`src/rtl/sync_fifo_ctrl_if.sv`:
```
// rtl/sync_fifo_ctrl_if.sv - write/read/status bundle between a FIFO user and sync_fifo_ctrl
interface sync_fifo_ctrl_if #(
  parameter int DEPTH   = 16,
  parameter int D_WIDTH = 8
);
  localparam int AW = $clog2(DEPTH);

  logic [D_WIDTH-1:0] wr_data;
  logic               w_en;
  logic               r_en;
  logic               err_clr;
  logic [D_WIDTH-1:0] rd_data;
  logic               full;
  logic               empty;
  logic               almost_full;
  logic               almost_empty;
  logic [AW:0]        fill_count;
  logic [AW:0]        bin_w_ptr;
  logic [AW:0]        bin_r_ptr;
  logic               overflow;
  logic               underflow;

  modport master (
    output wr_data, w_en, r_en, err_clr,
    input  rd_data, full, empty, almost_full, almost_empty, fill_count,
           bin_w_ptr, bin_r_ptr, overflow, underflow
  );

  modport slave (
    input  wr_data, w_en, r_en, err_clr,
    output rd_data, full, empty, almost_full, almost_empty, fill_count,
           bin_w_ptr, bin_r_ptr, overflow, underflow
  );
endinterface

```
`src/rtl/sync_fifo_ctrl.sv`:
```
// rtl/sync_fifo_ctrl.sv - parametrised single-clock FIFO with fill status, sticky errors and debug pointers
// Define SYNC_FIFO_FWFT_EN for a first-word-fall-through read port instead of the registered one.
module sync_fifo_ctrl #(
  parameter int DEPTH    = 16,
  parameter int D_WIDTH  = 8,
  parameter int AF_LEVEL = 12,
  parameter int AE_LEVEL = 4
) (
  input logic             clk,
  input logic             reset,
  sync_fifo_ctrl_if.slave bus
);
  localparam int          AW       = $clog2(DEPTH);
  localparam logic [AW:0] CNT_FULL = DEPTH[AW:0];
  localparam logic [AW:0] CNT_AF   = AF_LEVEL[AW:0];
  localparam logic [AW:0] CNT_AE   = AE_LEVEL[AW:0];
  localparam logic [AW:0] ONE      = {{AW{1'b0}}, 1'b1};

  logic [D_WIDTH-1:0] mem [DEPTH];
  logic [AW:0]        w_ptr;
  logic [AW:0]        r_ptr;
  logic [AW:0]        count;
  logic               wa;
  logic               ra;
  logic               ovf_q;
  logic               udf_q;

  // Status is decoded from registered state only, so a refused write stays
  // refused even when a read frees a slot in the same cycle.
  assign bus.full         = (count == CNT_FULL);
  assign bus.empty        = (count == '0);
  assign bus.almost_full  = (count >= CNT_AF);
  assign bus.almost_empty = (count <= CNT_AE);
  assign bus.fill_count   = count;
  assign bus.bin_w_ptr    = w_ptr;
  assign bus.bin_r_ptr    = r_ptr;
  assign bus.overflow     = ovf_q;
  assign bus.underflow    = udf_q;

  assign wa = bus.w_en & ~bus.full;
  assign ra = bus.r_en & ~bus.empty;

  always_ff @(posedge clk) begin
    if (wa) mem[w_ptr[AW-1:0]] <= bus.wr_data;
  end

  always_ff @(posedge clk or negedge reset) begin
    if (!reset) begin
      w_ptr <= '0;
      r_ptr <= '0;
      count <= '0;
    end else begin
      if (wa) w_ptr <= w_ptr + ONE;
      if (ra) r_ptr <= r_ptr + ONE;
      if (wa && !ra)      count <= count + ONE;
      else if (ra && !wa) count <= count - ONE;
    end
  end

  // A fresh error in the same cycle as err_clr must not be lost.
  always_ff @(posedge clk or negedge reset) begin
    if (!reset) begin
      ovf_q <= 1'b0;
      udf_q <= 1'b0;
    end else begin
      if (bus.w_en && bus.full) ovf_q <= 1'b1;
      else if (bus.err_clr)     ovf_q <= 1'b0;
      if (bus.r_en && bus.empty) udf_q <= 1'b1;
      else if (bus.err_clr)      udf_q <= 1'b0;
    end
  end

`ifdef SYNC_FIFO_FWFT_EN
  assign bus.rd_data = mem[r_ptr[AW-1:0]];
`else
  logic [D_WIDTH-1:0] rd_q;

  always_ff @(posedge clk or negedge reset) begin
    if (!reset)  rd_q <= '0;
    else if (ra) rd_q <= mem[r_ptr[AW-1:0]];
  end

  assign bus.rd_data = rd_q;
`endif
endmodule

```
`src/flat_wrapper.sv`:
```
// flat-port wrapper written by rule: the top's interface ports become plain ports
module sync_fifo_ctrl_flat 
#(
  parameter int DEPTH    = 16,
  parameter int D_WIDTH  = 8,
  parameter int AF_LEVEL = 12,
  parameter int AE_LEVEL = 4
)
  (clk, reset, bus_wr_data, bus_w_en, bus_r_en, bus_err_clr, bus_rd_data, bus_full, bus_empty, bus_almost_full, bus_almost_empty, bus_fill_count, bus_bin_w_ptr, bus_bin_r_ptr, bus_overflow, bus_underflow);
  sync_fifo_ctrl_if #(.DEPTH(DEPTH), .D_WIDTH(D_WIDTH)) bus_i ();
  input logic clk;
  input logic reset;
  input wire logic [$bits(bus_i.wr_data)-1:0] bus_wr_data;
  input wire logic [$bits(bus_i.w_en)-1:0] bus_w_en;
  input wire logic [$bits(bus_i.r_en)-1:0] bus_r_en;
  input wire logic [$bits(bus_i.err_clr)-1:0] bus_err_clr;
  output wire logic [$bits(bus_i.rd_data)-1:0] bus_rd_data;
  output wire logic [$bits(bus_i.full)-1:0] bus_full;
  output wire logic [$bits(bus_i.empty)-1:0] bus_empty;
  output wire logic [$bits(bus_i.almost_full)-1:0] bus_almost_full;
  output wire logic [$bits(bus_i.almost_empty)-1:0] bus_almost_empty;
  output wire logic [$bits(bus_i.fill_count)-1:0] bus_fill_count;
  output wire logic [$bits(bus_i.bin_w_ptr)-1:0] bus_bin_w_ptr;
  output wire logic [$bits(bus_i.bin_r_ptr)-1:0] bus_bin_r_ptr;
  output wire logic [$bits(bus_i.overflow)-1:0] bus_overflow;
  output wire logic [$bits(bus_i.underflow)-1:0] bus_underflow;
  assign bus_i.wr_data = bus_wr_data;
  assign bus_i.w_en = bus_w_en;
  assign bus_i.r_en = bus_r_en;
  assign bus_i.err_clr = bus_err_clr;
  assign bus_rd_data = bus_i.rd_data;
  assign bus_full = bus_i.full;
  assign bus_empty = bus_i.empty;
  assign bus_almost_full = bus_i.almost_full;
  assign bus_almost_empty = bus_i.almost_empty;
  assign bus_fill_count = bus_i.fill_count;
  assign bus_bin_w_ptr = bus_i.bin_w_ptr;
  assign bus_bin_r_ptr = bus_i.bin_r_ptr;
  assign bus_overflow = bus_i.overflow;
  assign bus_underflow = bus_i.underflow;
  sync_fifo_ctrl #(.DEPTH(DEPTH), .D_WIDTH(D_WIDTH), .AF_LEVEL(AF_LEVEL), .AE_LEVEL(AE_LEVEL)) u_core (.clk(clk), .reset(reset), .bus(bus_i));
endmodule
```
`config.mk`:
```
export PLATFORM = sky130hd
export DESIGN_NAME = sync_fifo_ctrl_flat
export DESIGN_NICKNAME = d
export VERILOG_FILES = /design/src/rtl/sync_fifo_ctrl_if.sv /design/src/rtl/sync_fifo_ctrl.sv /design/src/flat_wrapper.sv
export SDC_FILE = /design/constraint.sdc
export NUM_CORES = 1
export LEC_CHECK = 0
export CORE_ASPECT_RATIO = 2
export CORE_MARGIN = 2
export CORE_UTILIZATION = 55
export CTS_BUF_LIST = sky130_fd_sc_hd__clkbuf_4 sky130_fd_sc_hd__clkbuf_8
export CTS_CLUSTER_DIAMETER = 150
export DETAILED_ROUTE_END_ITERATION = 7
export PLACE_DENSITY = 0.78
export SLEW_MARGIN = 20
export SYNTH_ARGS = -nofsm -noshare
export SYNTH_HDL_FRONTEND = slang
export SYNTH_SLANG_ARGS = --single-unit
export TNS_END_PERCENT = 1
```
`constraint.sdc`:
```
create_clock -name clk -period 2.8 [get_ports clk]
set_clock_uncertainty 0.15 [all_clocks]
set_input_delay 0.28 -clock clk [delete_from_list [all_inputs] [get_ports clk]]
set_output_delay 0.28 -clock clk [all_outputs]
set_load 0.02 [all_outputs]
```
==> metrics.yaml, run 1 <==
outcome:
  status: "finished clean"
clock_network:
  path_clk_slew_ns: 0.08
  clk_latency_ns: 0.42
  h-tree-depth: 4
  clk_path_buf_depth: 2
  cts_hold_buffers: 0
  cts_tree: "built"
  cts.sinks: 153
  cts.root.buffer_cell: "clkbuf_8"
  numCtsBuffers: 17
die:
  ioPinCount: 42
  die_x_um: 79.13
  die_area_um2: 12210
  die_y_um: 154.3
  start_util: 0.5672
  core_um2: 10950
  std_cell_rows: 54
place:
  dp_hpwl_mm: 8.844
  port_buffers: 41
  dp_cells: 569
  pre_cts_ws_ns: 0.08438
  place_congestion: 0.8010
timing:
  final.setup.worst_slack_ns: 0.2319
  finalCritPeriodShare: 0.9172
  rsz0062_at_grt: "false"
  setup_viol: 0
  worst_pin_slew_ns: 0.7128
  fin_crit_ns: 2.568
  fin_tns_setup_ns: 0
  max_slew_margin: 0.5233
  report.final.slew_viol_count: 0
  fmax_mhz: 389.4
  hold_viol: 0
cells_and_area:
  final_cell_mix: "128 x edfxtp_1, 42 x mux2i_1, 41 x clkdlybuf4s50_1"
  drive_above_1_share: 0.1710
  nets: 473
  syn2layout_area_growth_pct: 18.84
  fin_util: 0.6741
  fill_cells: 770
  antenna_cells: 0
  stdcell_count: 602
  final_common_cell: "edfxtp_1"
pwr:
  cellPowerDensity_nw_per_um2: 1055
  vdd.ir_drop.worst_v: 0.0009167
  p_leak_uw: 0.002644
yosys:
  ys_ff_latch: 153
  ys.warnings.count: 0
  netlist_instances: 382
  synth_cell_type_count: 38
  syn_avg_cell_area_um2: 16.25
  synth_seq_area_share: 0.7199
  syn-num-nets: 406
  synth_area_um2: 6208
grt:
  antenna_found_initial: 0
  use_met3: 0.05018
  overflow: 0
  grtUsageMet1: 0.2406
  grt_start_max_net_pins: 32
  grt_pass1_wl_mm: 20.14
  grtUsageTotal: 0.2289
  grt-busiest-layer: "met2"
  grt_pass1_vias: 3807
  use_met2: 0.4157
worst_setup_path:
  slowest_stage: "dfrtp_2"
  r2r_cells: 11
  crit_chain: "nor4_4 -> and2b_2 -> nor2b_2 -> inv_1 -> ha_2 -> inv_2 -> ha_1 -> a21o_1 -> a21oi_2 -> mux2i_1 -> xnor2_1"
  worstSetupStartpointType: "flop"
  reg2reg_slack_ns: 0.23
  crit_fanout: 5
  max_stage_delay_ns: 0.46
  r2r_start: "u_core.bus.fill_count[1]"
  arrival_ns: 2.77
  crit_required_ns: 3.00
  end_kind: "flop"
  r2r_end: "u_core.bus.fill_count[4]"
  criticalPathCategory: "flop to flop"
detailed_routing:
  routed-via-count: 3530
  antenna_left: 0
  drt_first_pass_iters: 5
  wl_per_cell_um: 21.51
  via_per_inst: 5.864
  drt-total-wl_mm: 12.95
  drcViolationCount: 0
  first_iter_violations: 168
run:
  maxCapViolations: 0
min_path:
  hold_class: "input pin to asynchronous set/reset pin"
## synth_stat cells
| cell type | count | area share |
|---|---|---|
| a2111oi_1 | 8 | 0.013 |
| a211oi_1 | 8 | 0.0097 |
| a21boi_2 | 1 | 0.0018 |
| a21o_1 | 2 | 0.0024 |
| a21oi_1 | 10 | 0.0081 |
| a22o_1 | 2 | 0.0028 |
| and2_1 | 2 | 0.0020 |
| and2b_1 | 1 | 0.0012 |
| buf_1 | 2 | 0.0012 |
| buf_2 | 5 | 0.0040 |
| buf_4 | 5 | 0.0060 |
| buf_6 | 2 | 0.0036 |
| clkbuf_1 | 5 | 0.0030 |
| dfrtp_1 | 25 | 0.10 |
| edfxtp_1 | 128 | 0.62 |
| fa_1 | 1 | 0.0032 |
| ha_1 | 10 | 0.020 |
| inv_1 | 8 | 0.0048 |
| mux2_2 | 1 | 0.0018 |
| mux2i_1 | 42 | 0.068 |
| mux4_2 | 8 | 0.029 |
| nand2_1 | 9 | 0.0054 |
| nand2_2 | 1 | 0.0010 |
| nand2b_1 | 3 | 0.0030 |
| nand3_1 | 3 | 0.0024 |
| nand3b_1 | 2 | 0.0024 |
| nand4_1 | 2 | 0.0020 |
| nor2_1 | 30 | 0.018 |
| nor2b_1 | 8 | 0.0081 |
| nor2b_2 | 1 | 0.0014 |
| nor3_1 | 13 | 0.010 |
| nor4_2 | 1 | 0.0020 |
| o21a_1 | 1 | 0.0012 |
| o21ai_0 | 3 | 0.0024 |
| o22ai_1 | 16 | 0.016 |
| or3b_1 | 1 | 0.0014 |
| xnor2_1 | 9 | 0.013 |
| xor2_1 | 3 | 0.0042 |
## worst max-delay path: cells and delay by family (launching register included)
kind                       cells  cell delay (ns)
DFF                            1             0.46
muxes                          1             0.23
and+or+nand+nor                3             0.55
xor gates and xnor gates       1             0.13
adders and majority gates      2             0.51
AOI/OAI and AO/OA              2             0.34
buffers and inverters          2             0.12
## cell type report
type                       instances  area (µm²)  share of cell area
clock buffer                      19       255.2             0.03459
inverter                           8       30.03            0.004070
timing repair buffer              67       630.6             0.08547
multi-input combinational        202        1614              0.2188
tap                              140       175.2             0.02374
sequential                       153        4476              0.6066
clock inverter                    13       197.7             0.02679
## where the power goes
| part | internal (µW) | leakage, µW | switching (µW) |
|---|---|---|---|
| logic | 1250 | 0.000972 | 1540 |
| clock network | 1090 | 0.000227 | 758 |
| registers | 2840 | 0.00144 | 310 |
| total | 5180 | 0.00264 | 2600 |
## metal layers
| metal | routed length, µm | vias up |
|---|---|---|
| met3 | 529 | 26 |
| met2 | 7309 | 126 |
| met4 | 464 | 0 |
| li1 | - | 1596 |
| met1 | 4646 | 1782 |
| met5 | 0 | - |
## flip-flops by register name, summed over array words and instances, names as in the netlist
register,cells
u_core.bus.overflow,1
u_core.bus.underflow,1
u_core.bus.bin_w_ptr,5
u_core.mem,128
u_core.bus.rd_data,8
u_core.bus.fill_count,5
u_core.bus.bin_r_ptr,5
## per-stage QoR
stage               total power [µW]  cell area [µm²]  hold WS [ns]
finish                          7782             7378       0.08538
global route                    8145             7378        0.1196
CTS                             7808             7367       0.07238
detailed placement              5957             6914        0.3124
global placement                5871             6914        0.3117
floorplan                       4917             6231       -0.1656
## how the worst max path moves through the flow
stage / end / startpoint / cells after the start / slack [ns]
after floorplan: u_core.bus.fill_count[4] / u_core.bus.fill_count[2] / 12 / 0.01
after global placement: u_core.bus.fill_count[4] / u_core.bus.fill_count[2] / 11 / 0.21
after detailed placement: u_core.bus.fill_count[4] / u_core.bus.fill_count[2] / 11 / 0.08
after CTS: u_core.bus.fill_count[4] / u_core.bus.fill_count[2] / 11 / 0.06
after global routing: u_core.bus.fill_count[4] / u_core.bus.fill_count[1] / 11 / 0.04
final: u_core.bus.fill_count[4] / u_core.bus.fill_count[1] / 11 / 0.23
## cells by family (layout without fill, tap and decap cells)
group	Yosys count	after routing	synth area share
fa+ha+maj	11	11	0.02338
compound gates	51	51	0.05744
buf+inv	27	107	0.02277
mux	51	51	0.09855
flops	153	153	0.7199
simple gates	77	77	0.06106
xor+xnor	12	12	0.01693
## repair_timing
item | CTS | global route
gates resized for setup | 0 | 1
setup buffers | 0 | 1
setup endpoints to repair | 0 | 1
(Power assumes the default switching activity.)
==> run 2: changes to the inputs <==
Settings changed: CORE_MARGIN 2 to not set.
==> run 2 against run 1 <==
Effect of this change:
- sequential share of layout area grew 0.19 points
- sequential cell count is the same
- register-to-register slack lost 0.12 ns
- clock power shrank 9%
- first-iteration DRC count grew 57%
- power shrank 1.6%
- fmax shrank 4.4%
- die area shrank 3.8%
- utilization shrank 0.21 points
- critical path depth is the same
- highest routed layer unchanged
==> metrics.yaml, run 2 (synthesis results as in run 1) <==
die:
  start_util: 0.5672
  die_y_um: 152.3
  die_area_um2: 11740
  core_um2: 10950
  ioPinCount: 42
  std_cell_rows: 54
  die_x_um: 77.13
worst_setup_path:
  worstSetupStartpointType: "flop"
  crit_required_ns: 3.00
  end_kind: "flop"
  reg2reg_slack_ns: 0.11
  criticalPathCategory: "flop to flop"
  crit_fanout: 5
  arrival_ns: 2.89
timing:
  fin_crit_ns: 2.687
  rsz0062_at_grt: "false"
  fin_tns_setup_ns: 0
  hold_ws_ns: 0.1882
  max_slew_margin: 0.4161
  report.final.slew_viol_count: 0
  hold_viol: 0
  worst_pin_slew_ns: 0.8730
  fmax_mhz: 372.1
  setup_viol: 0
  finalCritPeriodShare: 0.9597
run:
  maxCapViolations: 0
cells_and_area:
  largest_reg_flops: 128
  seq_area_um2: 4476
  stdcell_count: 607
  antenna_cells: 0
  fill_cells: 752
  fin_util: 0.6720
  drive_above_1_share: 0.1777
  syn2layout_area_growth_pct: 18.48
  final_cell_mix: "128 x edfxtp_1, 42 x mux2i_1, 41 x clkdlybuf4s50_1"
  final_common_cell: "edfxtp_1"
  multi_input_area_um2: 1610
  nets: 478
clock_network:
  cts.sinks: 153
  clk_latency_ns: 0.43
  h-tree-depth: 4
  cts_hold_buffers: 0
  cts.root.buffer_cell: "clkbuf_8"
  cts_tree: "built"
  numCtsBuffers: 17
  path_clk_slew_ns: 0.08
  cts.repair.resized: 0
  clk_path_buf_depth: 2
grt:
  grtUsageMet1: 0.2713
  grt_pass1_vias: 3659
  overflow: 0
  use_met3: 0.04611
  use_met2: 0.4008
  grtUsageTotal: 0.2327
  antenna_found_initial: 0
  grt_pass1_wl_mm: 19.99
  grt_start_max_net_pins: 41
  grt-busiest-layer: "met2"
outcome:
  status: "finished clean"
detailed_routing:
  first_iter_violations: 263
  via_per_inst: 5.812
  routed-via-count: 3528
  drcViolationCount: 0
  antenna_left: 0
  wl_per_cell_um: 20.95
  drt_first_pass_iters: 4
  drt-total-wl_mm: 12.72
place:
  dp_cells: 574
  dp_hpwl_mm: 8.507
  place_congestion: 0.8299
  port_buffers: 41
pwr:
  vdd.ir_drop.worst_v: 0.0006741
  p_sw_frac: 0.3407
  switchingPower_uw: 2607
  p_leak_uw: 0.002627
  p_int_uw: 5046
  comb_power_share: 0.369
  seqPwrFrac: 0.410
  clkPwrFrac: 0.221
  cellPowerDensity_nw_per_um2: 1040
min_path:
  hold_class: "input pin to asynchronous set/reset pin"
==> run 2: critical path, stage by stage, from the launching register on <==
cell,delay (ns)
dfrtp_2,0.46
nor4_4,0.35
and2b_2,0.23
nor2b_2,0.05
inv_1,0.05
ha_2,0.21
inv_2,0.08
ha_1,0.32
a21o_1,0.17
a21oi_1,0.16
mux2i_1,0.24
xnor2_1,0.14
==> run 2: cell type report <==
class,count,area share
sequential,153,0.6084
multi-input combinational,202,0.2189
timing repair buffer,72,0.08913
clock buffer,20,0.03487
tap,140,0.02381
clock inverter,12,0.02075
inverter,8,0.004082
==> run 2: what timing repair did <==
| item | CTS | global route |
|---|---|---|
| endpoints found under the hold margin | 0 | 0 |
| setup buffers | 0 | 1 |
| setup endpoints to repair | 0 | 1 |
==> run 2: stage by stage <==
stage / setup slack [ns] / instance area, µm² / total power (µW)
after global placement: 0.2379 / 6939 / 5891
final: 0.1129 / 7356 / 7653
after detailed placement: 0.1167 / 6939 / 6001
after CTS: 0.09671 / 7348 / 7700
after global routing: 0.004027 / 7356 / 8021
after floorplan: 0.01265 / 6231 / 4917
==> run 2: final timing paths <==
check,from,to,cells past startpoint
worst max-delay path,u_core.bus.fill_count[1],u_core.bus.fill_count[4],11
worst min-delay path,reset,u_core.bus.bin_w_ptr[4],1
worst max register to register,u_core.bus.fill_count[1],u_core.bus.fill_count[4],11
worst min register to register,u_core.bus.bin_w_ptr[4],u_core.bus.bin_w_ptr[4],1
max in group asynchronous,reset,u_core.bus.bin_r_ptr[0],2
min in group clk,u_core.bus.bin_w_ptr[4],u_core.bus.bin_w_ptr[4],1
==> run 2: power by group through the flow <==
stage | Sequential, µW | Clock [µW] | Combinational (µW)
finish | 3140 | 1690 | 2820
global route | 3190 | 1810 | 3030
CTS | 3140 | 1730 | 2840
detailed placement | 3190 | 0 | 2810
global placement | 3150 | 0 | 2740
floorplan | 3290 | 0 | 1630
==> run 2: routing by layer <==
metal / vias to the layer above / part of all wire
met5: - / 0
met4: 0 / 0.038
met3: 26 / 0.035
met2: 98 / 0.54
met1: 1800 / 0.38
li1: 1604 / -
